[src/rtl/ps2_scancode_rx_pkg.sv]
// Shared definitions for the PS/2 scan-code receiver: FSM states, prefix bytes,
// the PWM selector's command keys and the frame parity check.
package ps2_scancode_rx_pkg;

    typedef enum logic [1:0] {
        ST_IDLE,
        ST_DATA,
        ST_PARITY,
        ST_STOP
    } ps2_state_e;

    localparam int unsigned PS2_LINES = 2;   // index 0: clock, index 1: data

    localparam logic [7:0] PS2_EXT = 8'hE0;
    localparam logic [7:0] PS2_BRK = 8'hF0;

    // Make codes the PWM duty selector reacts to
    localparam logic [7:0] PS2_KEY_F = 8'h2B;
    localparam logic [7:0] PS2_KEY_Q = 8'h15;
    localparam logic [7:0] PS2_KEY_H = 8'h33;
    localparam logic [7:0] PS2_KEY_X = 8'h22;

    function automatic logic odd_parity_ok(input logic [7:0] data, input logic parity);
        return ^{data, parity};
    endfunction

endpackage

[src/rtl/ps2_filter.sv]
// PS/2 line conditioning: 2-flop synchronizer and consecutive-sample glitch filter
// on both lines, plus a registered falling-edge tick on the filtered clock.
module ps2_filter
    import ps2_scancode_rx_pkg::*;
#(
    parameter int unsigned FILTER_LEN = 8
) (
    input  logic                 clk_i,
    input  logic                 rst_i,
    input  logic [PS2_LINES-1:0] line_i,
    output logic                 data_o,
    output logic                 fall_o
);

    localparam int unsigned CW = $clog2(FILTER_LEN + 1);

    logic [PS2_LINES-1:0]         sync1_q, sync2_q;
    logic [PS2_LINES-1:0]         filt_q, filt_d;
    logic [PS2_LINES-1:0][CW-1:0] cnt_q, cnt_d;
    logic                         clk_dly_q;
    logic                         fall_q;

    // The filtered level flips only after FILTER_LEN consecutive disagreeing samples
    always_comb begin
        filt_d = filt_q;
        cnt_d  = '0;
        for (int unsigned i = 0; i < PS2_LINES; i++) begin
            if (sync2_q[i] != filt_q[i]) begin
                if (cnt_q[i] == CW'(FILTER_LEN - 1)) begin
                    filt_d[i] = sync2_q[i];
                end else begin
                    cnt_d[i] = cnt_q[i] + 1'b1;
                end
            end
        end
    end

    always_ff @(posedge clk_i or posedge rst_i) begin
        if (rst_i) begin
            sync1_q   <= '1;
            sync2_q   <= '1;
            filt_q    <= '1;
            cnt_q     <= '0;
            clk_dly_q <= 1'b1;
            fall_q    <= 1'b0;
        end else begin
            sync1_q   <= line_i;
            sync2_q   <= sync1_q;
            filt_q    <= filt_d;
            cnt_q     <= cnt_d;
            clk_dly_q <= filt_q[0];
            fall_q    <= clk_dly_q & ~filt_q[0];
        end
    end

    assign data_o = filt_q[1];
    assign fall_o = fall_q;

endmodule

[src/rtl/ps2_scancode_rx.sv]
// PS/2 keyboard receiver: frames device-to-host bytes, tracks E0/F0 prefixes and
// presents make/break codes as held levels with one-cycle event strobes.
module ps2_scancode_rx
    import ps2_scancode_rx_pkg::*;
#(
    parameter int unsigned FILTER_LEN     = 8,
    parameter int unsigned TIMEOUT_CYCLES = 2500
) (
    input  logic       clkdiv4,
    input  logic       reset,
    input  logic       ps2_clk,
    input  logic       ps2_data,
    output logic [7:0] scancode,
    output logic       make_pulse,
    output logic       break_pulse,
    output logic [7:0] break_code,
    output logic       extended,
    output logic       frame_err,
    output logic       busy
);

    localparam int unsigned TW = $clog2(TIMEOUT_CYCLES + 1);

    logic          fall;
    logic          data;

    ps2_state_e    state_q;
    logic [2:0]    bit_cnt_q;
    logic [7:0]    shift_q;
    logic          parity_q;
    logic [TW-1:0] tmo_q;
    logic          ext_pend_q;
    logic          brk_pend_q;
    logic [7:0]    scancode_q;
    logic [7:0]    break_code_q;
    logic          extended_q;
    logic          make_q;
    logic          brk_q;
    logic          err_q;

    ps2_filter #(
        .FILTER_LEN(FILTER_LEN)
    ) u_filter (
        .clk_i  (clkdiv4),
        .rst_i  (reset),
        .line_i ({ps2_data, ps2_clk}),
        .data_o (data),
        .fall_o (fall)
    );

    always_ff @(posedge clkdiv4 or posedge reset) begin
        if (reset) begin
            state_q      <= ST_IDLE;
            bit_cnt_q    <= '0;
            shift_q      <= '0;
            parity_q     <= 1'b0;
            tmo_q        <= '0;
            ext_pend_q   <= 1'b0;
            brk_pend_q   <= 1'b0;
            scancode_q   <= '0;
            break_code_q <= '0;
            extended_q   <= 1'b0;
            make_q       <= 1'b0;
            brk_q        <= 1'b0;
            err_q        <= 1'b0;
        end else begin
            make_q <= 1'b0;
            brk_q  <= 1'b0;
            err_q  <= 1'b0;

            // The cycle that consumes fall counts as the first elapsed cycle,
            // so the error strobe lands TIMEOUT_CYCLES after the fall tick.
            if (state_q == ST_IDLE) begin
                tmo_q <= '0;
            end else if (fall) begin
                tmo_q <= TW'(1);
            end else begin
                tmo_q <= tmo_q + 1'b1;
            end

            unique case (state_q)
                ST_IDLE: begin
                    if (fall && !data) begin
                        state_q   <= ST_DATA;
                        bit_cnt_q <= '0;
                    end
                end
                ST_DATA: begin
                    if (fall) begin
                        shift_q   <= {data, shift_q[7:1]};
                        bit_cnt_q <= bit_cnt_q + 3'd1;
                        if (bit_cnt_q == 3'd7) begin
                            state_q <= ST_PARITY;
                        end
                    end
                end
                ST_PARITY: begin
                    if (fall) begin
                        parity_q <= data;
                        state_q  <= ST_STOP;
                    end
                end
                ST_STOP: begin
                    if (fall) begin
                        state_q <= ST_IDLE;
                        if (data && odd_parity_ok(shift_q, parity_q)) begin
                            if (shift_q == PS2_EXT) begin
                                ext_pend_q <= 1'b1;
                            end else if (shift_q == PS2_BRK) begin
                                brk_pend_q <= 1'b1;
                            end else if (brk_pend_q) begin
                                break_code_q <= shift_q;
                                extended_q   <= ext_pend_q;
                                brk_q        <= 1'b1;
                                ext_pend_q   <= 1'b0;
                                brk_pend_q   <= 1'b0;
                            end else begin
                                scancode_q <= shift_q;
                                extended_q <= ext_pend_q;
                                make_q     <= 1'b1;
                                ext_pend_q <= 1'b0;
                            end
                        end else begin
                            err_q      <= 1'b1;
                            ext_pend_q <= 1'b0;
                            brk_pend_q <= 1'b0;
                        end
                    end
                end
                default: state_q <= ST_IDLE;
            endcase

            // A fall in the same cycle restarts the count, so this never overlaps stop handling
            if (state_q != ST_IDLE && !fall && tmo_q == TW'(TIMEOUT_CYCLES - 1)) begin
                state_q    <= ST_IDLE;
                shift_q    <= '0;
                err_q      <= 1'b1;
                ext_pend_q <= 1'b0;
                brk_pend_q <= 1'b0;
            end
        end
    end

    assign scancode    = scancode_q;
    assign break_code  = break_code_q;
    assign extended    = extended_q;
    assign make_pulse  = make_q;
    assign break_pulse = brk_q;
    assign frame_err   = err_q;
    assign busy        = (state_q != ST_IDLE);

endmodule

[config.mk]
export PLATFORM = sky130hd
export DESIGN_NAME = ps2_scancode_rx
export DESIGN_NICKNAME = d
export VERILOG_FILES = /design/src/rtl/ps2_scancode_rx_pkg.sv /design/src/rtl/ps2_filter.sv /design/src/rtl/ps2_scancode_rx.sv
export SDC_FILE = /design/constraint.sdc
export NUM_CORES = 1
export LEC_CHECK = 0
export CAP_MARGIN = 40
export CORE_MARGIN = 2
export CORE_UTILIZATION = 50
export CTS_BUF_LIST = sky130_fd_sc_hd__clkbuf_16
export CTS_CLUSTER_DIAMETER = 120
export DETAILED_ROUTE_END_ITERATION = 12
export PLACE_DENSITY = 0.7
export SETUP_SLACK_MARGIN = 0.1
export SYNTH_ARGS = -nofsm -noshare
export SYNTH_HDL_FRONTEND = slang
export SYNTH_HIERARCHICAL = 1
export SYNTH_SLANG_ARGS = --single-unit
[constraint.sdc]
create_clock -name clkdiv4 -period 2.3 [get_ports clkdiv4]
set_input_delay 0.345 -clock clkdiv4 [delete_from_list [all_inputs] [get_ports clkdiv4]]
set_output_delay 0.345 -clock clkdiv4 [all_outputs]
set_load 0.02 [all_outputs]
-- Word level (Yosys, flattened, before mapping)
Index checks and enable logic that the tools add are counted.
- add/subtract/negate cells: 4
- equal/unequal tests: 20
- multiplexer cells: 47
- bitwise logic cells: 5
- reduce and logical (&&, ||, !) cells: 24
- operators by type and width (cell ; count):
    1-bit two-way mux ; 28
    12-bit two-way mux ; 2
    8-bit two-way mux ; 3
    8-bit equality test (second input constant) ; 2
    4-bit two-way mux ; 4
    12-bit by 1-bit adder with 12-bit output (second input constant) ; 1
    12-bit equality test (second input constant) ; 1
    2-bit two-way mux ; 6
    3-bit by 2-bit != test with 1-bit output (second input constant) ; 4
    6-bit AND reduction ; 2
    5-bit AND reduction ; 2
    2-bit nonzero test ; 5
    3-bit AND reduction ; 3
    9-bit parity ; 1
    4-bit by 1-bit adder with 4-bit output (second input constant) ; 2
    4-bit by 3-bit equality test with 1-bit output (second input constant) ; 2
    2-bit case mux with 4 select lines ; 1
    2-bit AND reduction ; 4
    3-bit two-way mux ; 2
    3-bit case mux with 2 select lines ; 1
    2-bit equality test (second input constant) ; 2
    1-bit logical AND ; 4
    2-bit by 1-bit != test with 1-bit output (second input constant) ; 2
    4-bit by 3-bit != test with 1-bit output (second input constant) ; 1
    other kinds (10) ; 15
- bits in registers: 64
- bits of input ports: 4
- output and inout port bits: 21
- logic and storage cells: 121

-- Depth between registers and ports, before layout
Gate-level depths: netlist of run 1.
- depth in word-level cells: 7
- depth in mapped cells: 7
- depth with buffers taken out: 6

-- Cells and area by module
Netlist of run 1, hierarchy kept.
- by module, submodules not included (module ; instances ; cells each ; area an instance (sq um) ; sequential area each (sq um)):
    ps2_scancode_rx ; 1 ; 211 ; 2379.8 ; 1201.2
    ps2_filter ; 1 ; 43 ; 605.6 ; 409.1

-- Worst setup path after synthesis of run 1
No wires, ideal clock.
- path type: register to register
- start: register shift_q[2]
- end: register break_code_q[0] (netlist: break_code[0])
- setup time: 0.125 ns
- arrival time: 1.925 ns
- required time: 2.175 ns
- setup slack: 0.251 ns
- stages on the path, launching flop included: 7
- path buffers: 2
- period minus slack after synthesis: 2.049 ns
- cells stage by stage: dfrtp_1 -> or4b_1 -> buf_4 -> o2111ai_1 -> mux2_2 -> buf_2 -> mux2_2
- cells in the longest elaborated chain, start to end: 3
- elaborated cells on any way between the ends: 7
- those cells by class: eq/ne (2); bitwise (2); reduce/logical (3)
- RTL lines (element ; RTL line ; source):
    from (decl) ; ps2_scancode_rx.sv:29 ; logic [7:0] shift_q;
    from (signal assigned) ; ps2_scancode_rx.sv:90 ; shift_q <= {data, shift_q[7:1]};
    8-bit equality test (tied with other cells) ; ps2_scancode_rx.sv:109 ; end else if (shift_q == PS2_BRK) begin
    1-bit inverter (no source line) or 1-bit logical AND (tied branches) ; - ;
    6-bit AND reduction (no source line) * ; - ;
    to (signal assigned) ; ps2_scancode_rx.sv:112 ; break_code_q <= shift_q;
    to (decl) ; ps2_scancode_rx.sv:35 ; logic [7:0] break_code_q;
Mark *: on every way between the ends. The rest lies on a longest branch, timed or not.
A chain may end at the register's enable or synchronous reset.

-- Final worst setup path of run 1
- start: register shift_q[2]
- end: register break_code_q[7] (netlist: break_code[7])
Same word-level chain as after synthesis.

==> reports/metrics.csv, run 1 <==
stage,metric,value,unit
critical_path,crit_fanout,9,
yosys,async_reset_ff_share,100.0,%
final_layout,area_growth_syn_to_layout,24.02,%
timing,period_needed,2.097,ns
yosys,yosysUniqueCellTypes,50,
run,max_cap_violations,0,
min_path,holdCritPathClass,flop to flop,
critical_path,critPathCaptureType,flop,
global_route,antenna_found_initial,0,
drt,drt_wl_total,5601,um
floorplanning,die_w,81.27,um
cts,cts_tree,built,
final_layout,drive_gt1_share,22.64,%
global_route,track_usage,19.32,%
timing,slew_headroom,59.30,%
timing,max_freq,477.0,MHz
min_path,min-delay-start,u_filter/sync1_q[1],
place,dpl_cell_area,0.003348,mm2
critical_path,reg2reg_setup_slack,0.20,ns
min_path,min_path_cells,0,
yosys,syn_nets,267,
yosys,yosys_warnings,6,
drt,postRouteAntennaNets,0,
final_layout,fillCellCount,444,
yosys,synth.avg_cell_area,11.75,um2
drt,drc,0,
drt,vias,2050,
critical_path,cp.required,2.50,ns
critical_path,r2r-start,shift_q[2],
drt,firstDrtPassIters,4,
floorplanning,die_y,81.27,um
drt,vias_per_cell,5.526,
final_layout,antennaDiodeCount,0,
yosys,yosysSeqAreaShare,53.94,%
floorplanning,core,0.005851,mm2
timing,setup_tns,0,ns
floorplanning,ios,25,
timing,hold_viol_final,0,
timing,clock_skew,0.005195,ns
critical_path,crit_type,flop to flop,
floorplanning,die_area,0.006605,mm2
yosys,synthFlopType,dfrtp_1,
critical_path,crit-reg2reg-capture,break_code[7],
status,status,completed,
global_route,grt_overflow,0,
timing,tightest_slew,0.6106,ns
yosys,synth-edff-count,0,
cts,cts.htree.levels,3,
critical_path,worst-path-buf-inv,0,
yosys,syn_inst,254,
critical_path,arrival,2.30,ns
timing,setup_viol,0,
cts,cts_made_buffers,9,
critical_path,reg2regPathDepth,4,
power,p_leak,1.652,nW
final_layout,fin_area,0.003702,mm2
timing,fin_crit_sh,91.15,%
floorplanning,rows,28,
drt,dr.first_iter.drc_count,148,
yosys,synth_seq_cells,64,
place,io_buffers,24,
critical_path,crit_path_start_kind,flop,
drt,wl_per_cell,15.10,um
global_route,grt_pass1_wl,9522,um
timing,slew_violations,0,
timing,rsz0062_at_grt,no,
cts,clk_latency,0.32,ns
critical_path,crit_slowest_cell,or4b_4,
global_route,grt_max_degree,49,
place,gp_congestion,0.7971,
critical_path,cp_common_cell,mux2_2,
power,cellPowerDensity,944.0,mW/mm2
floorplanning,start_util,51.03,%
cts,cts_root_buf,clkbuf_16,
cts,clk_pin_slew_worst_paths,0.05,ns
min_path,hold_end,u_filter/sync2_q[1],
yosys,syn_area,0.002985,mm2
cts,cts.sinks,64,
global_route,grt_pass1_vias,2031,
place,dp_hpwl,3846,um
critical_path,crit_family,multiplexers,
final_layout,nets,304,
timing,hold_ws,0.3609,ns
critical_path,max_stage_delay,0.63,ns
cts,clk_path_buf_depth,2,
critical_path,path_cells,"or4b_4, o2111ai_1, mux2_2, mux2_2",
cts,hold_buffers,0,
power,peakVddDrop,0.4917,mV
power,total_power,3.495,mW
[cells in the final DEF (no fill, tap or decap), types with 2 or more instances in the layout]
cell / netlist / final
nor2b_1: 4 / 4
o2111ai_1: 6 / 6
clkbuf_16: 0 / 9
nor3_1: 6 / 6
xnor2_1: 12 / 11
xor2_1: 3 / 3
clkdlybuf4s50_1: 0 / 23
and2_1: 2 / 2
buf_4: 1 / 11
mux2_2: 20 / 20
bufinv_16: 0 / 2
o31ai_1: 2 / 2
dfstp_2: 7 / 7
dfrtp_1: 57 / 57
nand3b_1: 2 / 2
a21oi_1: 17 / 17
inv_1: 13 / 12
clkinv_2: 0 / 2
ha_1: 9 / 9
mux2i_1: 3 / 3
or3_1: 3 / 3
a22o_1: 3 / 3
or4_1: 2 / 2
o21ai_0: 4 / 4
nand3_1: 14 / 14
nor2_1: 14 / 14
nand2_1: 18 / 18
[state kept, by name (all words and copies together) (netlist names), 3 cells and up]
| signal | flops |
|---|---|
| tmo_q | 12 |
| break_code | 8 |
| scancode | 8 |
| shift_q | 8 |
| u_filter/cnt_q | 8 |
| bit_cnt_q | 3 |
[how the worst max path moves through the flow]
| stage | start | to | slack (ns) | cells after the start |
|---|---|---|---|---|
| after CTS | shift_q[2] | break_code[7] | 0.10 | 4 |
| after detailed placement | shift_q[2] | break_code[7] | 0.11 | 4 |
| after global routing | shift_q[2] | break_code[2] | 0.11 | 4 |
| final | shift_q[2] | break_code[7] | 0.20 | 4 |
| after floorplan | shift_q[2] | break_code[0] | 0.25 | 6 |
| after global placement | shift_q[2] | break_code[6] | 0.17 | 4 |
[through the flow]
stage	instances	utilization [%]	setup WS [ns]
after global routing	371	63.28	0.1130
after global placement	353	57.23	0.1745
after CTS	369	62.68	0.1030
final	371	63.28	0.2035
after detailed placement	353	57.23	0.1130
after floorplan	254	-	0.2506
[Yosys cell counts, types with 2 or more instances]
library cell | n | share of area [%]
o2111ai_1 | 6 | 1.8
nor3_1 | 6 | 1.0
inv_1 | 13 | 1.6
nor2_1 | 14 | 1.8
a21oi_1 | 17 | 2.8
dfrtp_1 | 57 | 48
and2_1 | 2 | 0.42
mux2_2 | 20 | 7.5
xor2_1 | 3 | 0.88
ha_1 | 9 | 3.8
clkbuf_1 | 6 | 0.75
dfstp_2 | 7 | 6.2
or4_1 | 2 | 0.50
a22o_1 | 3 | 0.88
o31ai_1 | 2 | 0.50
mux2i_1 | 3 | 1.0
nand3_1 | 14 | 2.3
nor2b_1 | 4 | 0.84
xnor2_1 | 12 | 3.5
o21ai_0 | 4 | 0.67
nand3b_1 | 2 | 0.50
or3_1 | 3 | 0.63
nand2_1 | 18 | 2.3
[worst register-to-register path: stages, from the launching register on]
cell,delay [ns]
dfrtp_1,0.46
or4b_4,0.63
o2111ai_1,0.21
mux2_2,0.32
mux2_2,0.36
[what timing repair did]
| item | 4_1_cts | 5_1_grt |
|---|---|---|
| cloned | 0 | 0 |
| pin swaps | 0 | 1 |
| resized for setup | 1 | 3 |
| endpoints found under the setup margin | 1 | 15 |
| setup buffers | 0 | 2 |
[power by group]
| group | switching (mW) | internal (mW) |
|---|---|---|
| Combinational | 0.396 | 0.282 |
| Sequential | 0.117 | 1.27 |
| Clock | 0.486 | 0.949 |
| Total | 0.999 | 2.50 |
[per-layer routing]
metal,vias up,wire (um),GRT usage (%)
met5,-,0,0
met4,0,72,7.119
met3,8,183,6.333
met2,43,2917,32.30
met1,1017,2427,23.19
li1,982,-,-
[logic make-up (layout without fill, tap and decap cells)]
family / Yosys count / in the layout / synth area share, %
AOI/OAI and AO/OA: 39 / 39 / 8.969
xor gates and xnor gates: 18 / 18 / 6.748
adders and majority gates: 9 / 9 / 3.772
buffers and inverters: 22 / 64 / 2.934
DFF: 64 / 64 / 53.94
muxes: 26 / 26 / 10.18
and+or+nand+nor: 76 / 76 / 13.45
[cell type report]
cell class / instances / area, um2 / area share [%]
multi-input cells: 168 / 1308 / 35.32
clock inverters: 7 / 95.09 / 2.568
flip-flops and latches: 64 / 1610 / 43.49
clock buffers: 9 / 225.2 / 6.083
repair buffers: 35 / 321.6 / 8.685
inverters: 13 / 48.80 / 1.318
well taps: 75 / 93.84 / 2.535
Note: power is estimated with default switching activity, not from simulation.
==> run 2: changes to the inputs <==
--- a/config.mk
+++ b/config.mk
@@ -6,12 +6,14 @@
 export NUM_CORES = 1
 export LEC_CHECK = 0
 export CAP_MARGIN = 40
+export CELL_PAD_IN_SITES_DETAIL_PLACEMENT = 1
+export CELL_PAD_IN_SITES_GLOBAL_PLACEMENT = 2
 export CORE_MARGIN = 2
-export CORE_UTILIZATION = 50
+export CORE_UTILIZATION = 39
 export CTS_BUF_LIST = sky130_fd_sc_hd__clkbuf_16
 export CTS_CLUSTER_DIAMETER = 120
 export DETAILED_ROUTE_END_ITERATION = 12
-export PLACE_DENSITY = 0.7
+export PLACE_DENSITY_LB_ADDON = 0.1
 export SETUP_SLACK_MARGIN = 0.1
 export SYNTH_ARGS = -nofsm -noshare
 export SYNTH_HDL_FRONTEND = slang
==> run 2 against run 1 <==
Effect of this change: hold slack worse by 0.0050 ns; via count rose by 1.5%; cell area decreased by 0.14%; final cell count grew 7.3%; fmax is 2.7% lower; critical path type unchanged; non-clock buffer count rose by 3; core utilization is 13 points lower; sequential cell count unchanged; first-iteration DRC count is 49% lower; sequential share of layout area increased by 0.059 points; global-route usage shrank 2.1 points.
==> reports/metrics.csv, run 2 (same netlist as run 1, synthesis figures left out) <==
stage,metric,value,unit,change
global_route,use_met3,4.730,%,-1.6 points
place,io_buffers,24,,unchanged
cts,cts.sinks,64,,unchanged
drt,vias,2081,,+1.5%
timing,setup_viol,0,,unchanged
timing,slew_headroom,59.40,%,+0.10 points
drt,drt_wl_total,6576,um,+17%
critical_path,crit_path_start_kind,flop,,
floorplanning,die_w,91.49,um,+13%
critical_path,critPathCaptureType,flop,,
drt,postRouteAntennaNets,0,,unchanged
critical_path,crit_slowest_cell,o41a_1,,
global_route,track_usage,17.17,%,-2.1 points
final_layout,nets,307,,+0.99%
critical_path,arrival,2.36,ns,+0.06 ns
critical_path,path_cells,"buf_4, xnor2_1, xnor3_2, o41a_1, a2111oi_2",,
floorplanning,start_util,40.72,%,-10 points
cts,clk_path_buf_depth,2,,unchanged
floorplanning,die_y,91.49,um,+13%
power,p_leak,1.649,nW,-0.21%
min_path,holdCritPathClass,flop to flop,,
final_layout,mostFrequentLayoutCells,"dfrtp_1 (57), clkdlybuf4s50_1 (23), mux2_2 (20), nand2_1 (18), a21oi_1 (17)",,
floorplanning,core,0.007331,mm2,+25%
critical_path,crit_fanout,5,,-4
critical_path,worst-path-buf-inv,1,,+1
place,dp.cells,381,,+7.9%
cts,clk_pin_slew_worst_paths,0.05,ns,about the same
final_layout,instances_no_fill,398,,+7.3%
power,cellPowerDensity,880.6,mW/mm2,-6.7%
final_layout,largest_register_ffs,12,,unchanged
final_layout,area_growth_syn_to_layout,23.85,%,
timing,tightest_slew,0.6084,ns,-0.002195 ns
global_route,use_met1,23.63,%,+0.43 points
drt,vias_per_cell,5.229,,-5.4%
cts,cts.htree.levels,3,,unchanged
floorplanning,die_area,0.008370,mm2,+27%
status,status,completed,,
global_route,antenna_found_initial,0,,unchanged
critical_path,max_stage_delay,0.48,ns,-0.15 ns
timing,hold_ws,0.3560,ns,-0.004963 ns
drt,firstDrtPassIters,4,,unchanged
critical_path,crit_type,flop to flop,,
run,max_cap_violations,0,,unchanged
drt,wl_per_cell,16.52,um,+9.4%
cts,cts_made_buffers,9,,unchanged
global_route,met2_usage,26.35,%,-5.9 points
final_layout,final_common_cell,dfrtp_1,,
place,gp_congestion,0.7534,,-5.5%
global_route,grt.busiest_layer,met2,,
timing,rsz0062_at_grt,yes,,
floorplanning,rows,31,,+11%
timing,hold_viol_final,0,,unchanged
floorplanning,ios,25,,unchanged
cts,clk_latency,0.32,ns,about the same
critical_path,cp.required,2.50,ns,about the same
final_layout,drive_gt1_share,21.74,%,-0.90 points
final_layout,top_register,tmo_q,,
power,peakVddDrop,0.3999,mV,-19%
timing,slew_violations,0,,unchanged
critical_path,crit_family,compound AO/OA/AOI/OAI gates,,
timing,max_freq,464.0,MHz,-2.7%
global_route,grt_pass1_vias,2200,,+8.3%
global_route,grt_max_degree,49,,unchanged
drt,dr.first_iter.drc_count,76,,-49%
timing,clock_skew,0.005199,ns,+0.000003830 ns
timing,setup_tns,0,ns,unchanged
global_route,grt_overflow,0,,unchanged
cts,cts_root_buf,clkbuf_16,,
cts,cts_tree,built,,
place,dp_hpwl,4347,um,+13%
timing,fin_crit_sh,93.71,%,+2.6 points
timing,period_needed,2.155,ns,+0.05883 ns
final_layout,antennaDiodeCount,0,,unchanged
drt,drc,0,,unchanged
global_route,grt_pass1_wl,11120,um,+17%
cts,hold_buffers,0,,unchanged
-- run 2: cell types whose count changed in the layout (fill, tap and decap cells not counted), sizes merged --
cell,before,now
clkinv,3,4
buf,11,14
inv,14,15
bufinv,2,0
-- run 2: path summary, 6_finish.rpt --
path | startpoint | end | slack [ns] | cells past startpoint
worst max-delay path | shift_q[2] | ext_pend_q | 0.14 | 5
max in group asynchronous | reset | u_filter/cnt_q[3] | 1.46 | 2
worst min-delay path | u_filter/sync1_q[0] | u_filter/sync2_q[0] | 0.36 | 0
worst min register to register | u_filter/sync1_q[0] | u_filter/sync2_q[0] | 0.36 | 0
worst max register to register | shift_q[2] | ext_pend_q | 0.14 | 5
min in group asynchronous | reset | tmo_q[11] | 0.42 | 3
-- run 2: routing by layer --
metal  part of all wire [%]  routed length [um]
met1                     50                3269
met2                     47                3074
met3                    2.5                 163
met4                    1.0                  68
met5                      0                   0
-- run 2: metrics by stage --
| step | power [mW] | utilization, % | area, um2 | setup WS [ns] |
|---|---|---|---|---|
| floorplan | 1.856 | - | 2985 | 0.2506 |
| global placement | 2.075 | 46.66 | 3421 | 0.1706 |
| detailed placement | 2.099 | 46.66 | 3421 | 0.07783 |
| CTS | 3.298 | 50.21 | 3681 | 0.1407 |
| global route | 3.458 | 50.44 | 3697 | 0.06470 |
| finish | 3.256 | 50.44 | 3697 | 0.1446 |
-- run 2: power by group --
| part | internal, mW | switching, mW |
|---|---|---|
| clock | 0.709 | 0.471 |
| combinational | 0.293 | 0.414 |
| sequential | 1.27 | 0.104 |
| total | 2.27 | 0.989 |
-- run 2: layout make-up --
type | instances | area, um2
Inverter | 13 | 48.80
Timing Repair Buffer | 38 | 356.6
Sequential cell | 64 | 1610
Tap cell | 99 | 123.9
Clock buffer | 9 | 225.2
Fill cell | 766 | 3633
Clock inverter | 7 | 32.53
Multi-Input combinational cell | 168 | 1300
-- run 2: worst register-to-register path, stage by stage (launching register included) --
cell and delay (ns):
dfrtp_1 0.38, buf_4 0.16, xnor2_1 0.19, xnor3_2 0.47
o41a_1 0.48, a2111oi_2 0.37
-- run 2: repair_timing --
action / in CTS / in global routing
endpoints found under the hold margin: 0 / 0
resized for setup: 2 / 1
pin swaps: 0 / 1
buffers inserted: 0 / 1
gates cloned: 0 / 0
setup endpoints to repair: 17 / 10
==> run 3: changes to the inputs <==
==> constraint.sdc (replaced) <==
create_clock -name clkdiv4 -period 2.3 [get_ports clkdiv4]
set_input_delay 0.23 -clock clkdiv4 [delete_from_list [all_inputs] [get_ports clkdiv4]]
set_output_delay 0.23 -clock clkdiv4 [all_outputs]
set_load 0.005 [all_outputs]
==> run 3 against run 2 <==
Effect of this change: sequential cell count unchanged; final cell count stayed put; die area did not move; critical path depth stayed put; register-to-register slack better by 0.04 ns; routed wire length fell by 4.4%; sequential power about the same; first-iteration DRC count grew 7.9%; count of clock-buffer cells in the layout did not move.
==> reports/metrics.csv, run 3 (same netlist as run 1, synthesis figures left out) <==
stage,metric,value,unit,change
floorplanning,rows,31,,unchanged
critical_path,crit-reg2reg-capture,scancode[6],,
drt,firstDrtPassIters,4,,unchanged
drt,vias_per_cell,5.138,,-1.7%
drt,dr.first_iter.drc_count,82,,+7.9%
floorplanning,die_w,91.49,um,unchanged
critical_path,crit_slowest_cell,mux2i_4,,
timing,clock_skew,0.006903,ns,+0.001703 ns
drt,drt_wl_total,6287,um,-4.4%
final_layout,largest_register_ffs,12,,unchanged
cts,cts_root_buf,clkbuf_16,,
final_layout,mostFrequentLayoutCells,"dfrtp_1 (57), clkdlybuf4s50_1 (24), mux2_2 (19), nand2_1 (18), a21oi_1 (17)",,
critical_path,arrival,2.33,ns,-0.03 ns
final_layout,nets,307,,unchanged
critical_path,max_stage_delay,0.50,ns,+0.02 ns
timing,tightest_slew,0.5852,ns,-0.02321 ns
timing,rsz0062_at_grt,yes,,
final_layout,drive_gt1_share,23.41,%,+1.7 points
critical_path,path_cells,"buf_4, xnor2_2, xnor3_2, mux2i_4, mux2_2",,
global_route,track_usage,16.85,%,-0.33 points
global_route,grt_max_degree,23,,-53%
drt,vias,2045,,-1.7%
drt,postRouteAntennaNets,0,,unchanged
final_layout,area_growth_syn_to_layout,26.78,%,
drt,wl_per_cell,15.80,um,-4.4%
floorplanning,die_area,0.008370,mm2,unchanged
place,io_buffers,24,,unchanged
place,dp_hpwl,4235,um,-2.6%
floorplanning,ios,25,,unchanged
place,dp.cells,380,,-0.26%
final_layout,antennaDiodeCount,0,,unchanged
cts,clk_pin_slew_worst_paths,0.06,ns,about the same
global_route,grt_pass1_vias,2147,,-2.4%
timing,setup_tns,0,ns,unchanged
power,peakVddDrop,0.3710,mV,-7.2%
status,status,completed,,
critical_path,cp.required,2.51,ns,about the same
final_layout,instances_no_fill,398,,unchanged
place,place_ws,0.09836,ns,+0.02053 ns
final_layout,fillCellCount,758,,-1.0%
run,max_cap_violations,0,,unchanged
timing,fin_crit_sh,92.13,%,-1.6 points
power,p_leak,1.681,nW,+1.9%
cts,clk_path_buf_depth,2,,unchanged
min_path,holdCritPathClass,primary input to asynchronous set/reset pin,,
cts,clk_latency,0.33,ns,about the same
floorplanning,core,0.007331,mm2,unchanged
drt,wl_met3,174,um,+6.7%
floorplanning,start_util,40.72,%,unchanged
global_route,grt_pass1_wl,10830,um,-2.6%
cts,cts_tree,built,,
final_layout,final_common_cell,dfrtp_1,,
timing,setup_viol,0,,unchanged
timing,slew_violations,0,,unchanged
critical_path,reg2reg_setup_slack,0.18,ns,+0.04 ns
drt,wl_met1,3082,um,-5.7%
critical_path,crit_fanout,9,,+4
global_route,antenna_found_initial,0,,unchanged
critical_path,crit_path_start_kind,flop,,
final_layout,top_register,tmo_q,,
critical_path,worst-path-buf-inv,1,,unchanged
place,gp_congestion,0.7336,,-2.6%
cts,hold_buffers,0,,unchanged
critical_path,crit_type,flop to flop,,
cts,cts_made_buffers,9,,unchanged
power,cellPowerDensity,963.1,mW/mm2,+9.4%
critical_path,crit_family,multiplexers,,
global_route,grt_overflow,0,,unchanged
cts,cts.sinks,64,,unchanged
critical_path,critPathCaptureType,flop,,
timing,setup_slack,0.1810,ns,+0.03639 ns
timing,period_needed,2.119,ns,-0.03639 ns
power,total_power,3.645,mW,+12%
floorplanning,die_y,91.49,um,unchanged
timing,slew_headroom,60.95,%,+1.5 points
drt,wl_met2,2912,um,-5.3%
drt,highest_layer,met4,,
timing,hold_viol_final,0,,unchanged
timing,max_freq,471.9,MHz,+1.7%
cts,cts.htree.levels,3,,unchanged
timing,hold_ws,0.2723,ns,-0.08368 ns
critical_path,reg2regPathDepth,5,,unchanged
drt,drc,0,,unchanged
critical_path,r2r-start,shift_q[2],,
## run 3: cell types whose count changed in the layout (fill, tap and decap cells not counted), sizes merged
cell / delta
bufinv: +3
clkdlybuf4s50: +1
clkinv: -1
dlygate4sd2: -1
inv: -2
## run 3: metal layers
metal | vias to the layer above | global-route usage [%]
met1 | 1027 | 23.12
met4 | 0 | 6.818
met5 | - | 0
met3 | 12 | 4.481
li1 | 983 | -
met2 | 23 | 25.31
## run 3: cell type report
type                       count  area [um2]  share of cell area, %
inverter                      13       48.80                  1.289
sequential                    64        1610                  42.55
timing repair buffer          38       345.3                  9.124
tap                           99       123.9                  3.273
clock inverter                 7       120.1                  3.174
clock buffer                   9       225.2                  5.950
multi-input combinational    168        1311                  34.64
## run 3: how the worst max path moves through the flow
stage / start / endpoint / slack, ns / cells past startpoint
finish: shift_q[2] / scancode[6] / 0.18 / 5
detailed placement: shift_q[1] / break_code[4] / 0.1 / 4
global route: tmo_q[0] / frame_err / 0.09 / 6
floorplan: shift_q[2] / break_code[0] / 0.25 / 6
global placement: shift_q[1] / break_code[0] / 0.15 / 4
CTS: shift_q[1] / ext_pend_q / 0.17 / 4
## run 3: metrics by stage
step           area, um2  utilization (%)
6_report            3785            51.63
5_1_grt             3785            51.63
4_1_cts             3750            51.15
3_5_place_dp        3401            46.39
3_3_place_gp        3401            46.39
2_1_floorplan       2985                -
## run 3: timing repair
| item | in CTS | in global routing |
|---|---|---|
| resized for setup | 1 | 3 |
| endpoints found under the setup margin | 8 | 10 |
| buffers inserted | 0 | 2 |
| pin swaps | 0 | 2 |
## run 3: where the power goes
part / switching (mW) / internal (mW) / total, mW / leakage (nW)
logic: 0.387 / 0.300 / 0.687 / 0.656
registers: 0.113 / 1.26 / 1.38 / 0.859
clock network: 0.521 / 1.06 / 1.58 / 0.166
total: 1.02 / 2.62 / 3.65 / 1.68
## run 3: worst reg2reg max path: cells and delay by family, from the launching register on
| kind | cells | cell delay, ns |
|---|---|---|
| xor gates and xnor gates | 2 | 0.57 |
| buffers and inverters | 1 | 0.16 |
| muxes | 2 | 0.89 |
| DFF | 1 | 0.39 |
